<file path="config.mk">
export PLATFORM = sky130hd
export DESIGN_NAME = ysyx_23060180_lsu_flat
export DESIGN_NICKNAME = d
export VERILOG_FILES = /design/src/rtl/ysyx_23060180_lsu_if.sv /design/src/rtl/ysyx_23060180_lsu.sv /design/src/flat_wrapper.sv
export SDC_FILE = /design/constraint.sdc
export NUM_CORES = 1
export LEC_CHECK = 0
export CORE_MARGIN = 3
export CORE_UTILIZATION = 40
export DETAILED_ROUTE_END_ITERATION = 10
export PLACE_DENSITY = 0.77
export REMOVE_ABC_BUFFERS = 1
export SYNTH_ARGS = -nofsm -noshare
export SYNTH_HDL_FRONTEND = slang
export SYNTH_SLANG_ARGS = --single-unit
</file>
<file path="constraint.sdc">
create_clock -name clk -period 1.9 [get_ports clk]
set_clock_uncertainty 0.2 [all_clocks]
set_input_delay 0.38 -clock clk [delete_from_list [all_inputs] [get_ports clk]]
set_output_delay 0.38 -clock clk [all_outputs]
set_load 0.1 [all_outputs]
</file>
<file path="src/rtl/ysyx_23060180_lsu_if.sv">
`default_nettype none
// ============================================================================
//  Module      : ysyx_23060180_lsu_if
//  Description : Bundle of the LSU request/response handshake and the shared
//                word-addressed memory port. The slave modport is the LSU
//                view; the master modport is the core/memory-side view.
//  Revision    : 1.0  initial release
// ============================================================================
interface ysyx_23060180_lsu_if;
  // request from EXECUTE
  logic        req_valid;
  logic        req_ready;
  logic        req_we;
  logic [2:0]  req_func3;
  logic [31:0] req_addr;
  logic [31:0] req_wdata;
  logic [4:0]  req_rd;
  // response to WRITEBACK
  logic        resp_valid;
  logic        resp_err;
  logic [4:0]  resp_rd;
  logic [31:0] resp_rdata;
  // memory port
  logic        mem_rd;
  logic        mem_wr;
  logic [31:0] mem_addr;
  logic [31:0] mem_wdata;
  logic [3:0]  mem_wmask;
  logic [31:0] mem_rdata;

  modport slave (
    input  req_valid, req_we, req_func3, req_addr, req_wdata, req_rd, mem_rdata,
    output req_ready, resp_valid, resp_err, resp_rd, resp_rdata,
           mem_rd, mem_wr, mem_addr, mem_wdata, mem_wmask
  );

  modport master (
    output req_valid, req_we, req_func3, req_addr, req_wdata, req_rd, mem_rdata,
    input  req_ready, resp_valid, resp_err, resp_rd, resp_rdata,
           mem_rd, mem_wr, mem_addr, mem_wdata, mem_wmask
  );
endinterface
`default_nettype wire

</file>
<file path="src/rtl/ysyx_23060180_lsu.sv">
`default_nettype none
// ============================================================================
//  Module      : ysyx_23060180_lsu
//  Description : Load/store unit for the multi-cycle RV32 core (MEMORY stage).
//                One request at a time; byte-lane alignment, write masking,
//                sign/zero extension; one response per request. All outputs
//                are decoded from registered state (Moore).
//  Revision    : 1.0  initial release
// ============================================================================
module ysyx_23060180_lsu #(
  parameter int MEM_LAT = 1   // mem_rd cycle to mem_rdata valid, 1..15
) (
  input  logic                      clk,
  input  logic                      rst,
  ysyx_23060180_lsu_if.slave        bus
);

  typedef enum logic [2:0] {
    IDLE   = 3'd0,
    ACCESS = 3'd1,
    WAIT   = 3'd2,
    DONE   = 3'd3,
    ERR    = 3'd4
  } state_t;

  // WAIT is entered with this value so that the counter hits zero in the
  // cycle where mem_rdata becomes valid.
  localparam logic [3:0] LAT_INIT = 4'(MEM_LAT - 1);

  state_t      state;
  state_t      state_next;

  logic        cap_we;
  logic [2:0]  cap_func3;
  logic [31:0] cap_addr;
  logic [31:0] cap_wdata;
  logic [4:0]  cap_rd;
  logic [3:0]  lat_cnt;
  logic [31:0] load_data;

  logic        req_bad;
  logic [1:0]  off;

  assign off = cap_addr[1:0];

  // Misalignment / illegal funct3 check on the incoming request
  function automatic logic bad_request(input logic we, input logic [2:0] f3,
                                       input logic [1:0] a);
    logic illegal;
    logic misaligned;
    if (we) illegal = (f3 > 3'd2);
    else    illegal = (f3 == 3'd3) || (f3 == 3'd6) || (f3 == 3'd7);
    misaligned = ((f3[1:0] == 2'b01) && a[0]) ||
                 ((f3[1:0] == 2'b10) && (a != 2'b00));
    return illegal || misaligned;
  endfunction

  // Select the addressed lane of a memory word and extend it per funct3
  function automatic logic [31:0] extend_load(input logic [2:0] f3,
                                              input logic [1:0] a,
                                              input logic [31:0] w);
    logic [7:0]  b;
    logic [15:0] h;
    logic [31:0] r;
    b = w[{a, 3'b000} +: 8];
    h = a[1] ? w[31:16] : w[15:0];
    case (f3)
      3'd0:    r = {{24{b[7]}}, b};
      3'd4:    r = {24'd0, b};
      3'd1:    r = {{16{h[15]}}, h};
      3'd5:    r = {16'd0, h};
      default: r = w;
    endcase
    return r;
  endfunction

  assign req_bad = bad_request(bus.req_we, bus.req_func3, bus.req_addr[1:0]);

  // State register
  always_ff @(posedge clk) begin
    if (rst) state <= IDLE;
    else     state <= state_next;
  end

  // Next-state decode
  always_comb begin
    state_next = state;
    case (state)
      IDLE:    if (bus.req_valid) state_next = req_bad ? ERR : ACCESS;
      ACCESS:  state_next = cap_we ? DONE : WAIT;
      WAIT:    if (lat_cnt == 4'd0) state_next = DONE;
      DONE:    state_next = IDLE;
      ERR:     state_next = IDLE;
      default: state_next = IDLE;
    endcase
  end

  // Request capture, latency counter and load-data latch
  always_ff @(posedge clk) begin
    if (rst) begin
      cap_we    <= 1'b0;
      cap_func3 <= 3'd0;
      cap_addr  <= 32'd0;
      cap_wdata <= 32'd0;
      cap_rd    <= 5'd0;
      lat_cnt   <= 4'd0;
      load_data <= 32'd0;
    end else begin
      case (state)
        IDLE: begin
          if (bus.req_valid) begin
            cap_we    <= bus.req_we;
            cap_func3 <= bus.req_func3;
            cap_addr  <= bus.req_addr;
            cap_wdata <= bus.req_wdata;
            cap_rd    <= bus.req_rd;
            load_data <= 32'd0;
          end
        end
        ACCESS: lat_cnt <= LAT_INIT;
        WAIT: begin
          if (lat_cnt == 4'd0) load_data <= extend_load(cap_func3, off, bus.mem_rdata);
          else                 lat_cnt   <= lat_cnt - 4'd1;
        end
        default: ;
      endcase
    end
  end

  // Moore output decode from state and captured fields
  always_comb begin
    bus.req_ready  = 1'b0;
    bus.resp_valid = 1'b0;
    bus.resp_err   = 1'b0;
    bus.resp_rd    = 5'd0;
    bus.resp_rdata = 32'd0;
    bus.mem_rd     = 1'b0;
    bus.mem_wr     = 1'b0;
    bus.mem_addr   = 32'd0;
    bus.mem_wdata  = 32'd0;
    bus.mem_wmask  = 4'd0;
    case (state)
      IDLE: bus.req_ready = 1'b1;
      ACCESS: begin
        bus.mem_addr = {cap_addr[31:2], 2'b00};
        if (cap_we) begin
          bus.mem_wr = 1'b1;
          case (cap_func3[1:0])
            2'b00: begin
              bus.mem_wdata = {4{cap_wdata[7:0]}};
              bus.mem_wmask = 4'b0001 << off;
            end
            2'b01: begin
              bus.mem_wdata = {2{cap_wdata[15:0]}};
              bus.mem_wmask = 4'b0011 << off;
            end
            default: begin
              bus.mem_wdata = cap_wdata;
              bus.mem_wmask = 4'b1111;
            end
          endcase
        end else begin
          bus.mem_rd = 1'b1;
        end
      end
      WAIT: bus.mem_addr = {cap_addr[31:2], 2'b00};
      DONE: begin
        bus.mem_addr   = {cap_addr[31:2], 2'b00};
        bus.resp_valid = 1'b1;
        if (!cap_we) begin
          bus.resp_rd    = cap_rd;
          bus.resp_rdata = load_data;
        end
      end
      ERR: begin
        bus.resp_valid = 1'b1;
        bus.resp_err   = 1'b1;
      end
      default: ;
    endcase
  end

endmodule
`default_nettype wire

</file>
<file path="src/flat_wrapper.sv">
// flat-port wrapper written by rule: the top's interface ports become plain ports
module ysyx_23060180_lsu_flat 
#(
  parameter int MEM_LAT = 1                                            
)
  (clk, rst, bus_req_valid, bus_req_we, bus_req_func3, bus_req_addr, bus_req_wdata, bus_req_rd, bus_mem_rdata, bus_req_ready, bus_resp_valid, bus_resp_err, bus_resp_rd, bus_resp_rdata, bus_mem_rd, bus_mem_wr, bus_mem_addr, bus_mem_wdata, bus_mem_wmask);
  ysyx_23060180_lsu_if bus_i ();
  input  logic clk;
  input  logic rst;
  input wire logic [$bits(bus_i.req_valid)-1:0] bus_req_valid;
  input wire logic [$bits(bus_i.req_we)-1:0] bus_req_we;
  input wire logic [$bits(bus_i.req_func3)-1:0] bus_req_func3;
  input wire logic [$bits(bus_i.req_addr)-1:0] bus_req_addr;
  input wire logic [$bits(bus_i.req_wdata)-1:0] bus_req_wdata;
  input wire logic [$bits(bus_i.req_rd)-1:0] bus_req_rd;
  input wire logic [$bits(bus_i.mem_rdata)-1:0] bus_mem_rdata;
  output wire logic [$bits(bus_i.req_ready)-1:0] bus_req_ready;
  output wire logic [$bits(bus_i.resp_valid)-1:0] bus_resp_valid;
  output wire logic [$bits(bus_i.resp_err)-1:0] bus_resp_err;
  output wire logic [$bits(bus_i.resp_rd)-1:0] bus_resp_rd;
  output wire logic [$bits(bus_i.resp_rdata)-1:0] bus_resp_rdata;
  output wire logic [$bits(bus_i.mem_rd)-1:0] bus_mem_rd;
  output wire logic [$bits(bus_i.mem_wr)-1:0] bus_mem_wr;
  output wire logic [$bits(bus_i.mem_addr)-1:0] bus_mem_addr;
  output wire logic [$bits(bus_i.mem_wdata)-1:0] bus_mem_wdata;
  output wire logic [$bits(bus_i.mem_wmask)-1:0] bus_mem_wmask;
  assign bus_i.req_valid = bus_req_valid;
  assign bus_i.req_we = bus_req_we;
  assign bus_i.req_func3 = bus_req_func3;
  assign bus_i.req_addr = bus_req_addr;
  assign bus_i.req_wdata = bus_req_wdata;
  assign bus_i.req_rd = bus_req_rd;
  assign bus_i.mem_rdata = bus_mem_rdata;
  assign bus_req_ready = bus_i.req_ready;
  assign bus_resp_valid = bus_i.resp_valid;
  assign bus_resp_err = bus_i.resp_err;
  assign bus_resp_rd = bus_i.resp_rd;
  assign bus_resp_rdata = bus_i.resp_rdata;
  assign bus_mem_rd = bus_i.mem_rd;
  assign bus_mem_wr = bus_i.mem_wr;
  assign bus_mem_addr = bus_i.mem_addr;
  assign bus_mem_wdata = bus_i.mem_wdata;
  assign bus_mem_wmask = bus_i.mem_wmask;
  ysyx_23060180_lsu #(.MEM_LAT(MEM_LAT)) u_core (.clk(clk), .rst(rst), .bus(bus_i));
endmodule
</file>
==> impl_results.md <==
* Status: complete, but fails checks
* Failing checks: setup timing
* Die Ht at 124 um
* Total track usage at 30.7%
* Metal3 WL at 2820 um
* Critical Path AT at 1830 ps
* CP startpoint kind: register
* Row count at 42
* Synth area leader: dfxtp_1
* Drt drc at 0
* Buf/Inv on CP at 4
* Clk Latency, worst-skew pair at 360 ps
* Layout area overhead at 98.1%
* Post-DP HPWL at 14300 um
* Maximum fanout along the worst path at 7
* Clock share of power at 31.6%
* Register area at 2260 um2
* Critical-path cell list: nor3b_4 > nand2_4 > buf_6 > inv_4 > buf_6 > o21a_1 > buf_12
* CP most frequent cell: buf_6
* Inserted Diodes at 0
* Met2 WL at 12500 um
* Synth Register Bits at 112
* HP Class: reg -> reg
* Flop pwr share at 38.8%
* Pwr/cell area at 620 nW/um2
* Final setup vio count at 141
* Clock Sinks at 112
* I/O Buffers at 215
* Rel. slew slack at 46.8%
* Clk buf depth at 2
* Seq/Total Area, Yosys at 40.5%
* CTS tree: done
* Largest net degree at the start of global routing at 75
* Number of global-route vias before repair at 6576
* Final net count at 1074
* Setup Crit Path Kind: reg -> out
* Asr flop ratio synth at 0%
* Initial Util at 41.3%
* Synth Flop Type: dfxtp_1
* Initial antenna violation count at 0
* Number of max-cap violations at 0
* Fin cells at 1146
* Fin crit share at 127%
* First-pass GRT wire length at 36100 um
* Fillcell total at 724
* RSZ-0062 raised after global routing: true
* Syn Area/Cell at 7.88 um2
* CTS Root Cell: clkbuf_16
* Gr ovfl total at 0
* Max IR drop VDD at 0.770 mV
* Core area at 13400 um2
* Share of layout cells above drive strength 1 at 43.1%
* Clock Pin Slew Worst Setup and Hold Paths at 70 ps
* Sw power at 0.00221 W
* WL met1 at 8620 um
* CP top delay family: buffers and inverters
* Dpl ws at -559 ps
* Synthesis Warnings at 0
* CP max stage delay at 370 ps
* Sw Share at 32.5%
* Combinational power share at 29.6%
* Critical path's slowest cell: dfxtp_4
* Fin. max-slew vios at 0
* Critical path required time at 1320 ps
* P_leak at 4.19 nW
* Drt pass-1 iters at 5
* Antenna viol nets, final at 0
* Fmax achieved at 415 MHz
* Final worst slack at -511 ps
* H-tree Lvls at 3
* Post-synthesis cell type count at 49
* Most common cell after layout, fill and taps aside: nand2_1
* Post-Syn Instances at 702
* Drt total wl at 24900 um
* Die width at 124 um
* Min cycle time layout at 2410 ps
* Vias at 6545
* Worst-Margin Slew at 797 ps
* Cts bufs inserted at 9
* Top sig layer: met4
* Critical Path End Type: primary output
* # placed instances at 1100
* Footprint of the multi-input gates at 3820 um2
* Share of Yosys cell area claimed by the top area cell type at 40.5%
* Ports at 218
* Vias per cell at 5.71
* Power Internal at 0.00459 W
* Gpl congestion at 0.859
* Post-synth EDFFs at 0
* Routed len/inst at 21.7 um
* Area contributors post-synth: dfxtp_1, nand2_1, a21oi_1
* Synthesized cell area at 5530 um2
* Die area at 15300 um2
* Initial DRC Count at 575
* Commonest cells after routing, fill and taps aside: nand2_1, buf_12, clkdlybuf4s50_1
* Hold Vio Cnt, Final at 0
==> routing by layer <==
| metal | up-vias | track usage (%) |
|---|---|---|
| met5 | - | 0 |
| met4 | 0 | 10.9 |
| met3 | 85 | 11.4 |
| met2 | 398 | 53.8 |
| met1 | 3134 | 34.0 |
| li1 | 2928 | - |
==> sequential cells by signal, summed over array words and instances (netlist names) <==
register,count
u_core.cap_wdata,32
u_core.cap_addr,32
u_core.cap_we,1
u_core.cap_func3,3
u_core.state,3
u_core.cap_rd,5
u_core.load_data,32
u_core.lat_cnt,4
==> stage by stage <==
step	area, um2	TNS [ps]	utilization [%]	total power (W)	hold slack (ps)
after CTS	10600	-49190	79.0	0.00660	256
after floorplan	5260	-487010	-	0.00342	224
after detailed placement	9310	-40840	69.4	0.00421	242
after global routing	11000	-56360	81.8	0.00702	273
after global placement	9310	-35990	69.4	0.00418	237
final	11000	-49880	81.8	0.00680	256
==> cell usage after synthesis (3+ instances only) <==
cell / number
nand2_1: 165
dfxtp_1: 112
a21oi_1: 103
and2_1: 69
nor2_1: 37
clkbuf_1: 36
mux2i_1: 17
a221o_2: 16
buf_2: 15
o2bb2ai_1: 15
o21ai_0: 12
nor2b_1: 9
and3_1: 8
a221oi_1: 7
inv_1: 7
a211o_1: 6
a21o_1: 6
nand3b_1: 6
nand2b_1: 5
buf_1: 4
a21boi_0: 3
a221o_1: 3
buf_4: 3
nor3_1: 3
or4_1: 3
==> cell type report <==
| cell class | instances | share of cell area, % |
|---|---|---|
| Inverter | 7 | 0.263 |
| Clock inverter | 7 | 0.936 |
| Sequential cell | 112 | 20.6 |
| Clock buffer | 9 | 2.06 |
| Multi-Input combinational cell | 527 | 34.9 |
| Tap cell | 176 | 2.01 |
| Timing Repair Buffer | 308 | 39.3 |
==> worst paths after layout <==
path | start | end | slack (ps) | depth (start not counted)
min reg2reg | u_core.cap_rd[1] | u_core.cap_rd[1] | 260 | 2
min | u_core.cap_rd[1] | u_core.cap_rd[1] | 260 | 2
max | u_core.state[2] | bus_mem_wmask[0] | -510 | 7
max reg2reg | u_core.lat_cnt[1] | u_core.load_data[8] | -250 | 9
==> worst register-to-register path, delay by kind of cell, from the launching register on <==
family	cells	cell delay [ps]
simple gates	3	750
buf+inv	4	500
flops	1	360
fa+ha+maj	1	160
compound gates	1	120
==> power by group through the flow <==
stage               logic [W]  clock network, W  registers [W]
floorplan            0.000755                 0        0.00266
finish                0.00201           0.00215        0.00264
global placement      0.00153                 0        0.00265
detailed placement    0.00156                 0        0.00265
global route          0.00212           0.00225        0.00265
CTS                   0.00183           0.00217        0.00261
==> kinds of logic after synthesis <==
kind of cell | after synthesis | share of synthesized area [%]
buf+inv | 67 | 5.52
flops | 112 | 40.5
other cells | 1 | 0.0678
mux | 21 | 4.30
simple gates | 320 | 28.2
fa+ha+maj | 1 | 0.226
compound gates | 180 | 21.1
==> timing repair <==
action                                  CTS  global route
buffers inserted                         18            13
gates resized for setup                 177            99
hold buffers                              0             0
endpoints found under the setup margin  180           198
gates cloned                              9             3
pin swaps                                51            34
Note: power is estimated with default switching activity, not from simulation.
